[src/rtl/scm_pkg.sv]
// Shared types and constants for the signal conflict monitor.
// Contents:
//   lamp_t                       packed {g, y, r} lamp triple for one direction
//   SCM_NONE .. SCM_WDOG         3-bit fault codes reported on fault_code
//   DIR_N .. DIR_W               2-bit direction indices reported on fault_dir
//   lamp_one_hot()               true when exactly one lamp of a triple is lit
package scm_pkg;

  typedef struct packed {
    logic g;
    logic y;
    logic r;
  } lamp_t;

  localparam logic [2:0] SCM_NONE      = 3'd0;
  localparam logic [2:0] SCM_CONFLICT  = 3'd1;
  localparam logic [2:0] SCM_INVALID   = 3'd2;
  localparam logic [2:0] SCM_SEQ       = 3'd3;
  localparam logic [2:0] SCM_SHORT_YEL = 3'd4;
  localparam logic [2:0] SCM_WDOG      = 3'd5;

  localparam logic [1:0] DIR_N = 2'd0;
  localparam logic [1:0] DIR_E = 2'd1;
  localparam logic [1:0] DIR_S = 2'd2;
  localparam logic [1:0] DIR_W = 2'd3;

  // All-red is the safe state the lamp history resets to.
  localparam lamp_t LAMP_RED = 3'b001;

  function automatic logic lamp_one_hot(lamp_t l);
    return (l.g & ~l.y & ~l.r) | (~l.g & l.y & ~l.r) | (~l.g & ~l.y & l.r);
  endfunction

endpackage

[src/rtl/scm_lamp_tracker.sv]
// Per-direction lamp history and rule checks.
// Registers the incoming {g,y,r} triple into lamp_q, keeps the previous
// sample in lamp_p and counts how long yellow has been lit.
// Ports:
//   clk, reset    clock and synchronous active-high reset
//   lamp[2:0]     raw {green, yellow, red} lamp inputs of this direction
//   invalid       lamp_q is not one-hot (none lit or several lit)
//   bad_seq       lamp_p -> lamp_q is green->red, yellow->green or red->yellow
//   short_yel     yellow->red while the yellow counter is below MIN_YELLOW
//   active        green or yellow lit in lamp_q
//   changed       lamp_q differs from lamp_p (only with SCM_WATCHDOG_EN)
module scm_lamp_tracker
  import scm_pkg::*;
#(
  parameter int MIN_YELLOW = 3
) (
  input  logic       clk,
  input  logic       reset,
  input  logic [2:0] lamp,
  output logic       invalid,
  output logic       bad_seq,
  output logic       short_yel,
  output logic       active
`ifdef SCM_WATCHDOG_EN
  , output logic     changed
`endif
);

  localparam int YW = (MIN_YELLOW > 0) ? $clog2(MIN_YELLOW + 1) : 1;

  lamp_t          lamp_q;
  lamp_t          lamp_p;
  logic [YW-1:0]  yel_cnt;

  // yel_cnt follows lamp_q, so on the cycle red reaches lamp_q it holds the
  // number of cycles lamp_p was yellow.
  always_ff @(posedge clk) begin
    if (reset) begin
      lamp_q  <= LAMP_RED;
      lamp_p  <= LAMP_RED;
      yel_cnt <= '0;
    end else begin
      lamp_q <= lamp_t'(lamp);
      lamp_p <= lamp_q;
      if (!lamp_q.y)
        yel_cnt <= '0;
      else if (yel_cnt != YW'(MIN_YELLOW))
        yel_cnt <= yel_cnt + 1'b1;
    end
  end

  assign invalid   = ~lamp_one_hot(lamp_q);
  assign bad_seq   = (lamp_p.g & lamp_q.r) | (lamp_p.y & lamp_q.g) | (lamp_p.r & lamp_q.y);
  assign short_yel = lamp_p.y & lamp_q.r & (yel_cnt < YW'(MIN_YELLOW));
  assign active    = lamp_q.g | lamp_q.y;

`ifdef SCM_WATCHDOG_EN
  assign changed = (lamp_q != lamp_p);
`endif

endmodule

[src/rtl/signal_conflict_monitor.sv]
// Independent safety monitor for the four-way intersection lamp outputs.
// Checks conflicting greens/yellows, invalid lamp combinations, illegal
// transitions and short yellows; latches the first fault and requests a
// flashing-red override. Optional stall watchdog under SCM_WATCHDOG_EN.
// Ports:
//   clk, reset                    clock and synchronous active-high reset
//   green_X/yellow_X/red_X        controller lamps, X in N, E, S, W
//   fault_clear                   one-cycle request to drop a latched fault
//   fault                         latched fault flag
//   fault_code[2:0]               latched cause (see scm_pkg)
//   fault_dir[1:0]                offending direction N=0 E=1 S=2 W=3
//   flash_red                     flashing-red override, 0 while fault=0
// Macro: SCM_WATCHDOG_EN enables the stall watchdog (fault code 5).
module signal_conflict_monitor
  import scm_pkg::*;
#(
  parameter int MIN_YELLOW      = 3,
  parameter int FLASH_HALF      = 8,
  parameter int WATCHDOG_CYCLES = 1024
) (
  input  logic       clk,
  input  logic       reset,
  input  logic       green_N,
  input  logic       yellow_N,
  input  logic       red_N,
  input  logic       green_E,
  input  logic       yellow_E,
  input  logic       red_E,
  input  logic       green_S,
  input  logic       yellow_S,
  input  logic       red_S,
  input  logic       green_W,
  input  logic       yellow_W,
  input  logic       red_W,
  input  logic       fault_clear,
  output logic       fault,
  output logic [2:0] fault_code,
  output logic [1:0] fault_dir,
  output logic       flash_red
);

  localparam int FW = (FLASH_HALF > 1) ? $clog2(FLASH_HALF) : 1;

  logic [2:0] lamp_in [4];
  logic [3:0] invalid;
  logic [3:0] bad_seq;
  logic [3:0] short_yel;
  logic [3:0] active;
  logic       wdog_hit;

  assign lamp_in[0] = {green_N, yellow_N, red_N};
  assign lamp_in[1] = {green_E, yellow_E, red_E};
  assign lamp_in[2] = {green_S, yellow_S, red_S};
  assign lamp_in[3] = {green_W, yellow_W, red_W};

`ifdef SCM_WATCHDOG_EN
  logic [3:0] changed;
`endif

  genvar gi;
  generate
    for (gi = 0; gi < 4; gi++) begin : g_dir
      scm_lamp_tracker #(
        .MIN_YELLOW (MIN_YELLOW)
      ) u_tracker (
        .clk       (clk),
        .reset     (reset),
        .lamp      (lamp_in[gi]),
        .invalid   (invalid[gi]),
        .bad_seq   (bad_seq[gi]),
        .short_yel (short_yel[gi]),
        .active    (active[gi])
`ifdef SCM_WATCHDOG_EN
        , .changed (changed[gi])
`endif
      );
    end
  endgenerate

`ifdef SCM_WATCHDOG_EN
  localparam int WW = $clog2(WATCHDOG_CYCLES + 1);
  logic [WW-1:0] stall_cnt_reg;

  always_ff @(posedge clk) begin
    if (reset)
      stall_cnt_reg <= '0;
    else if (|changed)
      stall_cnt_reg <= '0;
    else if (stall_cnt_reg != WW'(WATCHDOG_CYCLES))
      stall_cnt_reg <= stall_cnt_reg + 1'b1;
  end

  assign wdog_hit = (stall_cnt_reg == WW'(WATCHDOG_CYCLES));
`else
  assign wdog_hit = 1'b0;
`endif

  function automatic logic [1:0] lowest_dir(logic [3:0] v);
    logic [1:0] d;
    d = DIR_N;
    for (int i = 3; i >= 0; i--)
      if (v[i]) d = 2'(i);
    return d;
  endfunction

  // Priority encoder: conflict > invalid > sequence > short yellow > watchdog.
  logic       viol;
  logic [2:0] viol_code;
  logic [1:0] viol_dir;

  always_comb begin
    viol      = 1'b1;
    viol_code = SCM_NONE;
    viol_dir  = DIR_N;
    if ((active[DIR_N] | active[DIR_S]) & (active[DIR_E] | active[DIR_W])) begin
      viol_code = SCM_CONFLICT;
      viol_dir  = lowest_dir(active);
    end else if (|invalid) begin
      viol_code = SCM_INVALID;
      viol_dir  = lowest_dir(invalid);
    end else if (|bad_seq) begin
      viol_code = SCM_SEQ;
      viol_dir  = lowest_dir(bad_seq);
    end else if (|short_yel) begin
      viol_code = SCM_SHORT_YEL;
      viol_dir  = lowest_dir(short_yel);
    end else if (wdog_hit) begin
      viol_code = SCM_WDOG;
      viol_dir  = DIR_N;
    end else begin
      viol = 1'b0;
    end
  end

  logic          fault_reg, fault_next;
  logic [2:0]    code_reg, code_next;
  logic [1:0]    dir_reg, dir_next;
  logic          flash_reg, flash_next;
  logic [FW-1:0] fcnt_reg, fcnt_next;

  always_comb begin
    fault_next = fault_reg;
    code_next  = code_reg;
    dir_next   = dir_reg;
    flash_next = flash_reg;
    fcnt_next  = fcnt_reg;

    // A violation in the clear cycle beats the clear and reloads the code.
    if (viol && (!fault_reg || fault_clear)) begin
      fault_next = 1'b1;
      code_next  = viol_code;
      dir_next   = viol_dir;
    end else if (fault_clear) begin
      fault_next = 1'b0;
      code_next  = SCM_NONE;
      dir_next   = DIR_N;
    end

    if (!fault_next) begin
      flash_next = 1'b0;
      fcnt_next  = '0;
    end else if (!fault_reg) begin
      flash_next = 1'b1;
      fcnt_next  = '0;
    end else if (fcnt_reg == FW'(FLASH_HALF - 1)) begin
      flash_next = ~flash_reg;
      fcnt_next  = '0;
    end else begin
      fcnt_next = fcnt_reg + 1'b1;
    end
  end

  always_ff @(posedge clk) begin
    if (reset) begin
      fault_reg <= 1'b0;
      code_reg  <= SCM_NONE;
      dir_reg   <= DIR_N;
      flash_reg <= 1'b0;
      fcnt_reg  <= '0;
    end else begin
      fault_reg <= fault_next;
      code_reg  <= code_next;
      dir_reg   <= dir_next;
      flash_reg <= flash_next;
      fcnt_reg  <= fcnt_next;
    end
  end

  assign fault      = fault_reg;
  assign fault_code = code_reg;
  assign fault_dir  = dir_reg;
  assign flash_red  = flash_reg;

endmodule

[config.mk]
export PLATFORM = sky130hd
export DESIGN_NAME = signal_conflict_monitor
export DESIGN_NICKNAME = d
export VERILOG_FILES = /design/src/rtl/scm_pkg.sv /design/src/rtl/scm_lamp_tracker.sv /design/src/rtl/signal_conflict_monitor.sv
export SDC_FILE = /design/constraint.sdc
export NUM_CORES = 1
export LEC_CHECK = 0
export CAP_MARGIN = 20
export CORE_MARGIN = 3
export CORE_UTILIZATION = 54
export CTS_CLUSTER_DIAMETER = 120
export DETAILED_ROUTE_END_ITERATION = 10
export PLACE_DENSITY = 0.78
export REMOVE_ABC_BUFFERS = 1
export SYNTH_ARGS = -nofsm -noshare
export SYNTH_HDL_FRONTEND = slang
export SYNTH_SLANG_ARGS = --single-unit
[constraint.sdc]
create_clock -name clk -period 1.9 [get_ports clk]
set_input_delay 0.57 -clock clk [delete_from_list [all_inputs] [get_ports clk]]
set_output_delay 0.57 -clock clk [all_outputs]
set_load 0.05 [all_outputs]
# Word level (Yosys, flattened, before mapping)
# Cells that the tools add are included.
[totals]
ff_bits = 42
word_cells = 183
input_bits = 15
out_inout_bits = 7
[classes]
n_mux = 36
reduce_logical = 13
n_bitwise = 86
n_lt_le_gt_ge = 4
add_sub_neg = 5
eq_ne = 6
[op_table]
columns = ["op", "n"]
rows = [
  ["bitwise AND 1 bit", 45],
  ["2-to-1 mux 2 bit", 22],
  ["OR 1 bit", 22],
  ["NOT 1 bit", 19],
  ["2-to-1 mux 3 bit", 6],
  ["OR reduction 4 bit", 4],
  ["OR reduction 2 bit", 5],
  ["adder 2 x 1 -> 2 bit, second input constant", 4],
  ["less-than comparator 2 bit, second input constant", 4],
  ["2-to-1 mux 1 bit", 8],
  ["inequality test 2 bit, second input constant", 4],
  ["adder 3 x 1 -> 3 bit, second input constant", 1],
  ["== test 3 bit, second input constant", 1],
  ["inequality test 2 x 1 -> 1 bit, second input constant", 1],
  ["nonzero test 2 bit", 1],
  ["logical AND 1 bit", 1],
  ["zero test 1 bit", 1],
  ["logical OR 1 bit", 1],
]

# Logic depth before layout (Yosys ltp)
[depth]
word_depth = 13
mapped_depth = 6
mapped_depth_nobuf = 6

# By module
# Synthesis repeated with hierarchy kept, for this count alone.
[hier_totals]
hier_cells = 177
hier_area_um2 = 1752.9
[by_module_without_submodules]
columns = ["mod", "cells_each", "instances", "seq_area_each_um2", "area_per_inst_um2"]
rows = [
  ["scm_lamp_tracker", 28, 4, 160.2, 286.5],
  ["signal_conflict_monitor", 65, 1, 200.2, 606.8],
]

# Worst setup path before layout
# Ideal clock, no wire load.
[synth_path]
path_kind = "reg-to-reg"
from = "register g_dir[2].u_tracker.lamp_q[2] in the netlist's numbering"
to = "register code_reg[2] (netlist: fault_code[2])"
period_less_slack_ns = 1.717
setup_ns = 0.057
slack_ns = 0.183
t_arrival_ns = 1.660
path_buffers = 1
path_stages_with_launch = 7
required_time_ns = 1.843
cell_sequence = "dfxtp_1 buf_6 a222oi_1 and4_1 nand4_1 o32a_4 a2bb2o_4"
[synth_between]
elab_chain_len = 11
elab_cells_between_ends = 27
classes_between = "mux (7); bitwise (16); reduce/logical (4)"
[synth_rtl]
columns = ["element", "line_no", "rtl"]
rows = [
  ["start, declared", "scm_lamp_tracker.sv:31", "lamp_t lamp_q;"],
  ["start signal, assigned", "scm_lamp_tracker.sv:43", "lamp_q <= lamp_t'(lamp);"],
  ["NOT 1 bit", "scm_pkg.sv:31", "return (l.g & ~l.y & ~l.r) | (~l.g & l.y & ~l.r) | (~l.g & ~l.y & l.r);"],
  ["bitwise AND 1 bit (2 in series)", "scm_pkg.sv:31", ""],
  ["OR 1 bit (2 in series)", "scm_pkg.sv:31", ""],
  ["NOT 1 bit", "scm_lamp_tracker.sv:52", "assign invalid = ~lamp_one_hot(lamp_q);"],
  ["OR reduction 4 bit", "signal_conflict_monitor.sv:118", "end else if (|invalid) begin"],
  ["2-to-1 mux 1 bit", "signal_conflict_monitor.sv:118", ""],
  ["2-to-1 mux 1 bit", "signal_conflict_monitor.sv:115", "if ((active[DIR_N] | active[DIR_S]) & (active[DIR_E] | active[DIR_W])) begin"],
  ["logical AND 1 bit", "signal_conflict_monitor.sv:149", "if (viol && (!fault_reg || fault_clear)) begin"],
  ["2-to-1 mux 3 bit / nonzero test 2 bit (equally long branches)", "n/a", ""],
  ["end signal, assigned", "signal_conflict_monitor.sv:182", "code_reg <= code_next;"],
  ["end, declared", "signal_conflict_monitor.sv:136", "logic [2:0] code_reg, code_next;"],
]
# Several ways; a longest one is shown, not always the timed one.
# A chain may end at the register's enable or synchronous reset.

# Worst setup path after layout
[layout_path]
from = "register g_dir[2].u_tracker.lamp_q[0] in the netlist's numbering"
to = "register code_reg[2] (netlist: fault_code[2])"
[layout_between]
elab_chain_len = 10
elab_cells_between_ends = 26
classes_between = "mux (9); bitwise (12); reduce/logical (5)"
[layout_rtl]
columns = ["element", "line_no"]
rows = [
  ["NOT 1 bit", "scm_pkg.sv:31"],
  ["bitwise AND 1 bit", "scm_pkg.sv:31"],
  ["OR 1 bit (2 in series)", "scm_pkg.sv:31"],
  ["NOT 1 bit", "scm_lamp_tracker.sv:52"],
  ["OR reduction 4 bit", "signal_conflict_monitor.sv:118"],
  ["2-to-1 mux 1 bit", "signal_conflict_monitor.sv:118"],
  ["2-to-1 mux 1 bit", "signal_conflict_monitor.sv:115"],
  ["logical AND 1 bit", "signal_conflict_monitor.sv:149"],
  ["2-to-1 mux 3 bit / nonzero test 2 bit (equally long branches)", "n/a"],
]
# Several ways; a longest one is shown, not always the timed one.

==> results_dict.tcl <==
set metrics [dict create \
    cts.sinks 42 \
    finalHoldViolCount 0 \
    grt_pass1_wl_um 5871 \
    cts_root_buf "clkbuf_4" \
    cp_slowest_stage_delay_ps 370 \
    drt_wl_total_um 3492 \
    crit_slowest_cell "dfxtp_2" \
    area_delta_synth_final_pct 25.19 \
    dpl_cell_area_um2 2103 \
    ys.warnings.count 0 \
    drcViolationCount 0 \
    crit_chain "a222oi_1 > buf_4 > and4_4 > nand4_1 > o32a_4 > a2bb2o_4" \
    path_clk_slew_ps 120 \
    insertedDiodeCount 0 \
    endpoint_kind "flip-flop" \
    setup_viol 0 \
    overflow 0 \
    synth_top_area_frac 0.4689 \
    whs_path_depth 1 \
    first_global_vias 1411 \
    wire_per_inst_um 13.18 \
    ys.flop_type "dfxtp_1" \
    grt_max_degree 29 \
    ff_latch_area_um2 853.3 \
    fmax_mhz 539.1 \
    die_area_um2 4048 \
    run_status "completed" \
    skew_ps 8.418 \
    antenna_found_initial 0 \
    synthesis.instances 181 \
    reg2reg_slack_ps 40 \
    ys_ff_latch 42 \
    hp-class "flip-flop to flip-flop" \
    nets 241 \
    cts_buffers 5 \
    cap_violations 0 \
    final_layout_size_suffix_gt1_frac 0.2715 \
    period_minus_slack_ps 1855 \
    r2r-end "fault_code[2]" \
    worstPathArrival_ps 2150 \
    grt_usage 0.1846 \
    worstMarginPinSlew_ps 432.3 \
    clk-insertion-delay-late_ps 340 \
    yosysTopAreaCell "dfxtp_1" \
    num_io_pins 22 \
    dp_hpwl_um 2642 \
    power_mw 1.723 \
    syn_area_per_cell_um2 9.906 \
    reg_top3 "g_dir.u_tracker.lamp_p: 12 flops, g_dir.u_tracker.lamp_q: 12 flops, g_dir.u_tracker.yel_cnt: 8 flops" \
    synth_edf_count 0 \
    hold-path-endpoint "fcnt_reg[0]" \
    ant_nets 0 \
    cp.required_ps 2200 \
    async_reset_ff_frac 0 \
    place.port_buffers 21 \
    rsz0062_at_grt "true" \
    multiInputGateArea_um2 914.6 \
    ys_seq_area_frac 0.4689 \
    relSlewSlack 0.7118 \
    cts_tree "done" \
    power_leakage_nw 0.9441 \
    synth.distinct_cells 48 \
    initial_core_util 0.5778 \
    htreeDepth 2 \
    drt_iter0_drc 92 \
    final_cell_mix "dfxtp_1 (34), buf_4 (23), nor2_1 (14), clkdlybuf4s50_1 (14)" \
    cp_max_fo 7 \
    syn_area_um2 1793 \
    cp-start-kind "flip-flop" \
    routabilityCongestion 0.8736 \
    synthTopCellsByArea "dfxtp_1 (47%), ha_1 (4.2%), nor2b_1 (4.2%), or2_2 (3.1%), nor2_1 (2.9%)" \
    dr.pass1.iters 5 \
    cp-startpoint "g_dir[2].u_tracker.lamp_q[0]" \
    post-route-period-util 0.9763 \
    rr_startpoint "g_dir[2].u_tracker.lamp_q[0]" \
    fin_area_um2 2245 \
    vias_per_cell 5.442 \
    mostFrequentLayoutCell "dfxtp_1" \
    hp-start "fcnt_reg[0]" \
    num_vias 1442 \
    crit_type "flip-flop to flip-flop" \
    rows 20 \
    slew_violations 0 \
    die_y_um 63.62 \
    core_um2 3103 \
    fillerInstances 246 \
    powerDensity_nw_per_um2 767.6 \
    worstRegToRegCells 6 \
    ir_drop_uv 461.5 \
    ctsLongestPathBuffers 2 \
    die-width_um 63.62 \
]
[report_power, final]
part	switching, mW	leakage [nW]	internal [mW]
Combinational	0.163	0.561	0.150
Clock	0.271	0.0343	0.178
Sequential	0.0366	0.348	0.924
[cell families after synthesis]
group / Yosys count / share of synthesized area
flip-flops: 42 / 0.4689
AND/OR/NAND/NOR: 70 / 0.2282
buffers and inverters: 17 / 0.04047
XOR/XNOR: 7 / 0.03419
AO/OA/AOI/OAI: 34 / 0.1584
multiplexers: 4 / 0.02233
adder cells (fa/ha/maj): 7 / 0.04745
[final cells by class]
| cell class | count | share of cell area |
|---|---|---|
| Sequential cell | 42 | 0.3802 |
| Inverter | 12 | 0.02007 |
| Tap cell | 44 | 0.02453 |
| Timing Repair Buffer | 37 | 0.1394 |
| Clock inverter | 2 | 0.005574 |
| Clock buffer | 6 | 0.02285 |
| Multi-Input combinational cell | 122 | 0.4075 |
[cell usage after synthesis (3+ instances only)]
library cell	number
dfxtp_1	42
nor2_1	14
inv_1	12
nor2b_1	12
or2_2	9
ha_1	6
nand2b_1	6
nor3_1	5
o21ai_0	5
xor2_1	5
a222oi_1	4
mux2i_1	4
nand2_1	4
a211oi_1	3
a21oi_1	3
and2_1	3
clkbuf_1	3
[critical path: cells and delay by family, from the launching register on]
family | cells | cell delay (ps)
compound gates | 3 | 920
flops | 1 | 370
simple gates | 2 | 330
buf+inv | 1 | 190
[through the flow]
step | setup WS [ps] | instances | hold WS, ps | utilization | TNS (ps)
2_1_floorplan | 185.8 | 176 | 408.0 | - | 0
3_5_place_dp | -250.9 | 253 | 431.8 | 0.6778 | -1147
3_3_place_gp | -226.8 | 253 | 412.6 | 0.6778 | -971.1
6_report | 44.94 | 265 | 436.5 | 0.7234 | 0
4_1_cts | 8.629 | 261 | 447.7 | 0.6984 | 0
5_1_grt | -49.36 | 265 | 485.6 | 0.7234 | -187.6
[timing repair]
| action | in CTS | in global routing |
|---|---|---|
| resized for setup | 0 | 17 |
| pin swaps | 1 | 6 |
| hold buffers | 0 | 0 |
| setup buffers | 0 | 4 |
| endpoints found under the setup margin | 2 | 10 |
[worst max-delay path by stage]
stage,endpoint,depth (start not counted)
floorplan,fault_code[2],5
global placement,fault_code[2],6
detailed placement,fault_code[2],6
CTS,fault_code[2],5
global route,fault_code[1],6
finish,fault_code[2],6
[routing by layer]
metal | global-route usage | wire [µm]
met5 | 0 | 0
met4 | 0.06199 | 48
met3 | 0.06239 | 231
met2 | 0.3220 | 1772
met1 | 0.2089 | 1438
Note: power is estimated with default switching activity, not from simulation.
